$ cat config.mk
export PLATFORM = sky130hd
export DESIGN_NAME = tile_sequencer_flat
export DESIGN_NICKNAME = d
export VERILOG_FILES = /design/src/rtl/tile_sequencer_pkg.sv /design/src/rtl/tile_sequencer_if.sv /design/src/rtl/tile_addr_gen.sv /design/src/rtl/tile_sequencer.sv /design/src/flat_wrapper.sv
export SDC_FILE = /design/constraint.sdc
export NUM_CORES = 1
export LEC_CHECK = 0
export CAP_MARGIN = 10
export CORE_MARGIN = 5
export CORE_UTILIZATION = 56
export DETAILED_ROUTE_END_ITERATION = 8
export PLACE_DENSITY_LB_ADDON = 0.25
export SYNTH_ARGS = -nofsm -noshare
export SYNTH_HDL_FRONTEND = slang
export SYNTH_SLANG_ARGS = --single-unit
$ cat constraint.sdc
create_clock -name clk -period 14.3 [get_ports clk]
set_clock_uncertainty 0.05 [all_clocks]
set_input_delay 2.145 -clock clk [delete_from_list [all_inputs] [get_ports clk]]
set_output_delay 2.145 -clock clk [all_outputs]
set_load 0.05 [all_outputs]
$ cat src/rtl/tile_sequencer_pkg.sv
// Shared types for the tile sequencer and the core control: opcodes, state enum, tile-index width.
// Latency: n/a (types and pure functions only).
// Backpressure: n/a.
package tile_sequencer_pkg;

  localparam logic [2:0] OP_NOP        = 3'd0;
  localparam logic [2:0] OP_CLEAR      = 3'd1;
  localparam logic [2:0] OP_LOAD_W     = 3'd2;
  localparam logic [2:0] OP_COMPUTE    = 3'd3;
  localparam logic [2:0] OP_STORE      = 3'd4;
  localparam logic [2:0] OP_STORE_RELU = 3'd5;

  typedef enum logic [2:0] {
    IDLE,
    CLEAR,
    LOAD_W,
    COMPUTE,
    STORE,
    ADVANCE,
    FINISH
  } state_e;

  // Bits needed to index tiles along one matrix edge; never narrower than one bit.
  function automatic int tile_idx_width(input int max_mat_wh, input int width_height);
    int w;
    w = $clog2(max_mat_wh / width_height);
    return (w < 1) ? 1 : w;
  endfunction

  // States that issue a command to the core (each has ISSUE and WAIT phases).
  function automatic logic is_cmd_state(input state_e s);
    return (s inside {CLEAR, LOAD_W, COMPUTE, STORE});
  endfunction

  function automatic logic [2:0] state_opcode(input state_e s, input logic relu);
    case (s)
      CLEAR:   return OP_CLEAR;
      LOAD_W:  return OP_LOAD_W;
      COMPUTE: return OP_COMPUTE;
      STORE:   return relu ? OP_STORE_RELU : OP_STORE;
      default: return OP_NOP;
    endcase
  endfunction

endpackage

$ cat src/rtl/tile_sequencer_if.sv
// Command bus between the tile sequencer (master) and the systolic core (slave).
// Latency: n/a (wires only).
// Backpressure: the core acknowledges each core_start with a later core_done pulse.
interface tile_sequencer_if #(
  parameter int TW         = 3,
  parameter int ADDR_WIDTH = 8
);
  logic                  core_start;
  logic [2:0]            core_opcode;
  logic [ADDR_WIDTH-1:0] core_addr;
  logic [TW-1:0]         core_submat_row;
  logic [TW-1:0]         core_submat_col;
  logic                  core_done;

  modport master (
    output core_start, core_opcode, core_addr, core_submat_row, core_submat_col,
    input  core_done
  );

  modport slave (
    input  core_start, core_opcode, core_addr, core_submat_row, core_submat_col,
    output core_done
  );
endinterface

$ cat src/rtl/tile_addr_gen.sv
// Row address of a tile: base + (major*(stride_m1+1)+minor)*WIDTH_HEIGHT, modulo 2^ADDR_WIDTH.
// Latency: combinational.
// Backpressure: none.
module tile_addr_gen #(
  parameter int TW           = 3,
  parameter int ADDR_WIDTH   = 8,
  parameter int WIDTH_HEIGHT = 16
) (
  input  logic [TW-1:0]         major,
  input  logic [TW-1:0]         minor,
  input  logic [TW-1:0]         stride_m1,
  input  logic [ADDR_WIDTH-1:0] base,
  output logic [ADDR_WIDTH-1:0] addr
);

  // Everything is computed at address width so wrap-around falls out of the arithmetic.
  always_comb begin
    addr = base + (ADDR_WIDTH'(major) * (ADDR_WIDTH'(stride_m1) + ADDR_WIDTH'(1))
                   + ADDR_WIDTH'(minor)) * ADDR_WIDTH'(WIDTH_HEIGHT);
  end

endmodule

$ cat src/rtl/tile_sequencer.sv
// Walks a tiled matmul job, issuing CLEAR / LOAD_W / COMPUTE / STORE commands to the core.
// Latency: request accepted in IDLE; first core_start the cycle after acceptance.
// Backpressure: req_ready only in IDLE; each command waits for core_done; abort returns to IDLE.
module tile_sequencer
  import tile_sequencer_pkg::*;
#(
  parameter int  WIDTH_HEIGHT = 16,
  parameter int  MAX_MAT_WH   = 128,
  parameter int  ADDR_WIDTH   = 8,
  localparam int TW           = tile_idx_width(MAX_MAT_WH, WIDTH_HEIGHT)
) (
  input  logic                  clk,
  input  logic                  reset,
  input  logic                  req_valid,
  output logic                  req_ready,
  input  logic [TW-1:0]         tiles_m,
  input  logic [TW-1:0]         tiles_k,
  input  logic [TW-1:0]         tiles_n,
  input  logic [ADDR_WIDTH-1:0] in_base,
  input  logic [ADDR_WIDTH-1:0] w_base,
  input  logic [ADDR_WIDTH-1:0] out_base,
  input  logic                  relu_req,
  input  logic                  abort,
  output logic                  busy,
  output logic                  job_done,
  tile_sequencer_if.master      core
);

  state_e                state_q, state_d;
  logic                  wait_q, wait_d;
  logic [TW-1:0]         m_q, m_d, k_q, k_d, n_q, n_d;
  logic [TW-1:0]         tm_q, tm_d, tk_q, tk_d, tn_q, tn_d;
  logic [ADDR_WIDTH-1:0] in_q, in_d, w_q, w_d, out_q, out_d;
  logic                  relu_q, relu_d;
  logic                  accept;

  logic [TW-1:0]         ag_major, ag_minor, ag_stride;
  logic [ADDR_WIDTH-1:0] ag_base, ag_addr;

  logic [2:0]            opcode_q;
  logic [ADDR_WIDTH-1:0] addr_q;
  logic [TW-1:0]         row_q, col_q;

  assign accept    = req_valid && (state_q == IDLE);
  assign req_ready = (state_q == IDLE);
  assign busy      = (state_q != IDLE);
  assign job_done  = (state_q == FINISH);

  assign core.core_start      = is_cmd_state(state_q) && !wait_q;
  assign core.core_opcode     = opcode_q;
  assign core.core_addr       = addr_q;
  assign core.core_submat_row = row_q;
  assign core.core_submat_col = col_q;

  // Job parameters: take the request inputs on acceptance, otherwise hold.
  always_comb begin
    tm_d   = tm_q;
    tk_d   = tk_q;
    tn_d   = tn_q;
    in_d   = in_q;
    w_d    = w_q;
    out_d  = out_q;
    relu_d = relu_q;
    if (accept) begin
      tm_d   = tiles_m;
      tk_d   = tiles_k;
      tn_d   = tiles_n;
      in_d   = in_base;
      w_d    = w_base;
      out_d  = out_base;
      relu_d = relu_req;
    end
  end

  // Next state, phase and tile counters; core_done only counts in the WAIT phase.
  always_comb begin
    state_d = state_q;
    wait_d  = wait_q;
    m_d     = m_q;
    k_d     = k_q;
    n_d     = n_q;
    case (state_q)
      IDLE: begin
        if (req_valid) begin
          state_d = CLEAR;
          wait_d  = 1'b0;
          m_d     = '0;
          k_d     = '0;
          n_d     = '0;
        end
      end
      CLEAR, LOAD_W, COMPUTE, STORE: begin
        if (!wait_q) begin
          wait_d = 1'b1;
        end else if (core.core_done) begin
          wait_d = 1'b0;
          case (state_q)
            CLEAR:   state_d = LOAD_W;
            LOAD_W:  state_d = COMPUTE;
            COMPUTE: begin
              if (k_q == tk_q) begin
                state_d = STORE;
              end else begin
                k_d     = k_q + 1'b1;
                state_d = LOAD_W;
              end
            end
            default: state_d = ADVANCE;
          endcase
        end
      end
      ADVANCE: begin
        k_d     = '0;
        state_d = CLEAR;
        if (n_q == tn_q) begin
          n_d = '0;
          if (m_q == tm_q) begin
            state_d = FINISH;
          end else begin
            m_d = m_q + 1'b1;
          end
        end else begin
          n_d = n_q + 1'b1;
        end
      end
      FINISH:  state_d = IDLE;
      default: state_d = IDLE;
    endcase
    if (abort && (state_q != IDLE)) begin
      state_d = IDLE;
      wait_d  = 1'b0;
    end
  end

  // Address operands for the command about to be issued; CLEAR targets the output tile.
  always_comb begin
    ag_major  = m_d;
    ag_minor  = n_d;
    ag_stride = tn_d;
    ag_base   = out_d;
    case (state_d)
      LOAD_W: begin
        ag_major  = k_d;
        ag_minor  = n_d;
        ag_stride = tn_d;
        ag_base   = w_d;
      end
      COMPUTE: begin
        ag_major  = m_d;
        ag_minor  = k_d;
        ag_stride = tk_d;
        ag_base   = in_d;
      end
      default: ;
    endcase
  end

  tile_addr_gen #(
    .TW           (TW),
    .ADDR_WIDTH   (ADDR_WIDTH),
    .WIDTH_HEIGHT (WIDTH_HEIGHT)
  ) u_addr_gen (
    .major     (ag_major),
    .minor     (ag_minor),
    .stride_m1 (ag_stride),
    .base      (ag_base),
    .addr      (ag_addr)
  );

  // State, phase, counters and latched job parameters.
  always_ff @(posedge clk) begin
    if (reset) begin
      state_q <= IDLE;
      wait_q  <= 1'b0;
      m_q     <= '0;
      k_q     <= '0;
      n_q     <= '0;
      tm_q    <= '0;
      tk_q    <= '0;
      tn_q    <= '0;
      in_q    <= '0;
      w_q     <= '0;
      out_q   <= '0;
      relu_q  <= 1'b0;
    end else begin
      state_q <= state_d;
      wait_q  <= wait_d;
      m_q     <= m_d;
      k_q     <= k_d;
      n_q     <= n_d;
      tm_q    <= tm_d;
      tk_q    <= tk_d;
      tn_q    <= tn_d;
      in_q    <= in_d;
      w_q     <= w_d;
      out_q   <= out_d;
      relu_q  <= relu_d;
    end
  end

  // Command fields load on entry to ISSUE and hold through the core_done cycle; zero in IDLE.
  always_ff @(posedge clk) begin
    if (reset || (state_d == IDLE)) begin
      opcode_q <= OP_NOP;
      addr_q   <= '0;
      row_q    <= '0;
      col_q    <= '0;
    end else if (is_cmd_state(state_d) && !wait_d) begin
      opcode_q <= state_opcode(state_d, relu_d);
      addr_q   <= ag_addr;
      row_q    <= m_d;
      col_q    <= n_d;
    end
  end

endmodule

$ cat src/flat_wrapper.sv
// flat-port wrapper written by rule: the top's interface ports become plain ports
module tile_sequencer_flat import tile_sequencer_pkg::*;
#(
  parameter int  WIDTH_HEIGHT = 16,
  parameter int  MAX_MAT_WH   = 128,
  parameter int  ADDR_WIDTH   = 8,
  localparam int TW           = tile_idx_width(MAX_MAT_WH, WIDTH_HEIGHT)
)
  (clk, reset, req_valid, req_ready, tiles_m, tiles_k, tiles_n, in_base, w_base, out_base, relu_req, abort, busy, job_done, core_core_start, core_core_opcode, core_core_addr, core_core_submat_row, core_core_submat_col, core_core_done);
  tile_sequencer_if #(.TW(3), .ADDR_WIDTH(ADDR_WIDTH)) core_i ();
  input  logic clk;
  input  logic reset;
  input  logic req_valid;
  output logic req_ready;
  input  logic [TW-1:0] tiles_m;
  input  logic [TW-1:0] tiles_k;
  input  logic [TW-1:0] tiles_n;
  input  logic [ADDR_WIDTH-1:0] in_base;
  input  logic [ADDR_WIDTH-1:0] w_base;
  input  logic [ADDR_WIDTH-1:0] out_base;
  input  logic relu_req;
  input  logic abort;
  output logic busy;
  output logic job_done;
  output wire logic [$bits(core_i.core_start)-1:0] core_core_start;
  output wire logic [$bits(core_i.core_opcode)-1:0] core_core_opcode;
  output wire logic [$bits(core_i.core_addr)-1:0] core_core_addr;
  output wire logic [$bits(core_i.core_submat_row)-1:0] core_core_submat_row;
  output wire logic [$bits(core_i.core_submat_col)-1:0] core_core_submat_col;
  input wire logic [$bits(core_i.core_done)-1:0] core_core_done;
  assign core_core_start = core_i.core_start;
  assign core_core_opcode = core_i.core_opcode;
  assign core_core_addr = core_i.core_addr;
  assign core_core_submat_row = core_i.core_submat_row;
  assign core_core_submat_col = core_i.core_submat_col;
  assign core_i.core_done = core_core_done;
  tile_sequencer #(.WIDTH_HEIGHT(WIDTH_HEIGHT), .MAX_MAT_WH(MAX_MAT_WH), .ADDR_WIDTH(ADDR_WIDTH)) u_core (.clk(clk), .reset(reset), .req_valid(req_valid), .req_ready(req_ready), .tiles_m(tiles_m), .tiles_k(tiles_k), .tiles_n(tiles_n), .in_base(in_base), .w_base(w_base), .out_base(out_base), .relu_req(relu_req), .abort(abort), .busy(busy), .job_done(job_done), .core(core_i));
endmodule
==> results_dict.tcl <==
set metrics [dict create \
    ys.flop_type "dfxtp_1" \
    finalCritPeriodShare_pct 56.7 \
    synth.most_common_cell "nor2_1" \
    fin_setup_tns_ps 0 \
    yosysTopAreaCell "dfxtp_1" \
    worstMarginPinSlew_ps 1030 \
    num_antenna_cells 0 \
    grt-ovfl-total 0 \
    synth_seq_area_share_pct 35.7 \
    post_cts_buffers 0 \
    ant_nets 0 \
    place.gp.congestion 0.976 \
    rr_startpoint "u_core.state_q[0]$_SDFF_PP0_" \
    syn_area_per_cell_um2 8.93 \
    post-route-util_pct 69.0 \
    wirelength_um 8380 \
    cp_slowest_stage_delay_ps 630 \
    maxCapViolCount 0 \
    cp.required_ps 14510 \
    clkTransAtPathRegs_ps 60 \
    synthArstFlopShare_pct 0 \
    die_w_um 90.1 \
    min_from "u_core.core.core_opcode[1]$_SDFFE_PP0P_" \
    fmaxAchievable_ghz 0.123 \
    num_rows 29 \
    combPwrFrac_pct 21.6 \
    slew_violations 0 \
    drc 0 \
    nNetsFinal 505 \
    yosysUniqueCellTypes 60 \
    p_total_uw 453 \
    finalSetupViolCount 0 \
    wl_per_cell_um 15.7 \
    synth_nets 456 \
    finalHoldWorstSlack_ps 430 \
    timing.rr.end "u_core.core.core_addr[7]$_SDFFE_PP0P_" \
    cts.sink_count 64 \
    vias 2998 \
    worstPathCellList "clkdlybuf4s50_1 -> a31oi_1 -> or3_4 -> nor2_1 -> o21a_1 -> o211ai_1 -> ha_1 -> xor2_1 -> nand2_1 -> fa_1 -> fa_1 -> inv_1 -> fa_1 -> ha_1 -> a21oi_1 -> xnor2_1 -> xnor2_1 -> xnor2_1 -> xnor3_1 -> a211oi_2" \
    hold_buffers 0 \
    yosys_warnings 0 \
    ys_top_cells_by_area "dfxtp_1 (36%), mux2i_1 (9.8%), nor2_1 (7.2%), nand2_1 (5.4%), ha_1 (3.8%)" \
    post-synth-top-area-fraction_pct 35.7 \
    hold_path_class "flip-flop to flip-flop" \
    die_y_um 90.1 \
    drt_iter0_drc 228 \
    avgViaCountPerCell 5.64 \
    synth_seq_cells 64 \
    crit_arrival_ps 8330 \
    cts-root-buf "clkbuf_8" \
    switchingPower_uw 132 \
    htree_levels 3 \
    worstSetupStartpointType "primary input" \
    grt_pass1_vias 3012 \
    grt_pass1_wl_um 14000 \
    gr-usage-all-layers_pct 21.2 \
    synth_edf_count 0 \
    cts_tree "done" \
    antenna_found_initial 0 \
    area.growth.synth_to_final_pct 20.8 \
    power.density_nw_per_um2 105 \
    crit_slowest_cell "nor2_1" \
    ir_drop_mv 0.0714 \
    crit_path_max_fanout 11 \
    dp.final_hpwl_um 6210 \
    critical_path_class "primary input to flip-flop" \
    r2r_slack_ps 7820 \
    p_seq_share_pct 42.9 \
    ctsResizeCount 0 \
    max-slew-margin-rel_pct 31.0 \
    final_hold_viol_count 0 \
    switching_share_pct 29.1 \
    status "completed" \
    p_clk_share_pct 35.5 \
    drtPass1Iterations 4 \
    hold_end "u_core.core.core_opcode[1]$_SDFFE_PP0P_" \
    r2r_cells 19 \
    layout_min_cycle_time_ps 8120 \
    synthesis.area_um2 3590 \
    cts_inserted_buffers 9 \
    clock_path_buffers 2 \
    synthTopCellsByCount "nor2_1 (69), dfxtp_1 (64), nand2_1 (52)" \
    internal_power_uw 321 \
    rsz0062_at_grt "no" \
    start_util_pct 57.2 \
    core_um2 6280 \
    syn_inst 402 \
    dieArea_um2 8110 \
    endpoint_kind "flip-flop" \
    clk_latency_ps 340 \
    final_layout_size_suffix_gt1_share_pct 9.23 \
    grt_max_degree 48 \
    port_buffers 59 \
    boundaryPins 60 \
    whs_path_depth 2 \
    power.static_leakage_uw 0.00174 \
]
-- how the worst max path moves through the flow --
stage	start	to	slack, ps	cells past startpoint
after detailed placement	core_core_done	u_core.core.core_addr[7]$_SDFFE_PP0P_	5900	20
after global placement	core_core_done	u_core.core.core_addr[7]$_SDFFE_PP0P_	6150	20
after global routing	core_core_done	u_core.core.core_addr[7]$_SDFFE_PP0P_	5900	20
after CTS	core_core_done	u_core.core.core_addr[7]$_SDFFE_PP0P_	6230	20
final	core_core_done	u_core.core.core_addr[7]$_SDFFE_PP0P_	6180	20
after floorplan	core_core_done	u_core.core.core_addr[7]$_SDFFE_PP0P_	7370	20
-- layout by cell type (no fill, tap or decap), types with 4 or more instances in the layout --
| cell | count |
|---|---|
| clkdlybuf4s50_1 | 59 |
| a21oi_1 | 20 |
| nor3_1 | 4 |
| nand3_1 | 4 |
| o211ai_1 | 4 |
| a31oi_1 | 7 |
| inv_1 | 10 |
| nand2_1 | 52 |
| o21ai_0 | 10 |
| a211oi_2 | 10 |
| nor2b_1 | 4 |
| ha_1 | 11 |
| xnor2_1 | 14 |
| dfxtp_1 | 64 |
| nor2_1 | 69 |
| fa_1 | 4 |
| a22oi_1 | 5 |
| clkbuf_8 | 12 |
| mux2i_1 | 35 |
-- worst max-delay path, delay by kind of cell --
family | cells | cell delay [ps]
compound gates | 5 | 1220
buf+inv | 2 | 630
simple gates | 3 | 1100
xor+xnor | 5 | 1090
fa+ha+maj | 5 | 2130
-- kinds of logic (layout without fill, tap and decap cells) --
kind of cell | count (synthesis) | in the layout | share of synthesized area [%]
simple gates | 161 | 161 | 21.4
xor+xnor | 17 | 17 | 4.53
buf+inv | 33 | 86 | 5.58
compound gates | 76 | 76 | 16.6
fa+ha+maj | 15 | 15 | 6.07
flops | 64 | 64 | 35.7
mux | 36 | 36 | 10.1
-- registers in the layout (all words and copies together) (netlist names), 8 cells and up --
register	cells
u_core.w_q	8
u_core.in_q	8
u_core.out_q	8
u_core.core.core_addr	8
-- through the flow --
| step | instance area, um^2 | cells | setup slack, ps |
|---|---|---|---|
| final | 4330 | 532 | 6180 |
| after CTS | 4330 | 532 | 6230 |
| after global placement | 4130 | 517 | 6150 |
| after floorplan | 3590 | 402 | 7370 |
| after global routing | 4330 | 532 | 5900 |
| after detailed placement | 4130 | 517 | 5900 |
-- final cells by class --
type	instances	area (um^2)
clock inverter	2	37.5
timing repair buffer	61	606
tap	77	96.3
inverter	10	37.5
multi-input combinational	305	2110
fill	520	1940
clock buffer	13	169
sequential	64	1280
-- per-layer routing --
| layer | part of all wire, % | global-route usage, % | vias up |
|---|---|---|---|
| met5 | 0 | 0 | - |
| met1 | 41 | 24.3 | 1395 |
| met4 | 3.3 | 10.4 | 0 |
| li1 | - | - | 1485 |
| met2 | 50 | 36.3 | 95 |
| met3 | 5.1 | 5.26 | 23 |
-- power by group through the flow --
stage               logic, uW  clock network, uW  registers, uW
finish                   97.8                161            194
global route              106                174            196
CTS                      97.7                164            194
detailed placement       96.9                  0            198
global placement         94.9                  0            198
floorplan                61.8                  0            206
Note: power is estimated with default switching activity, not from simulation.
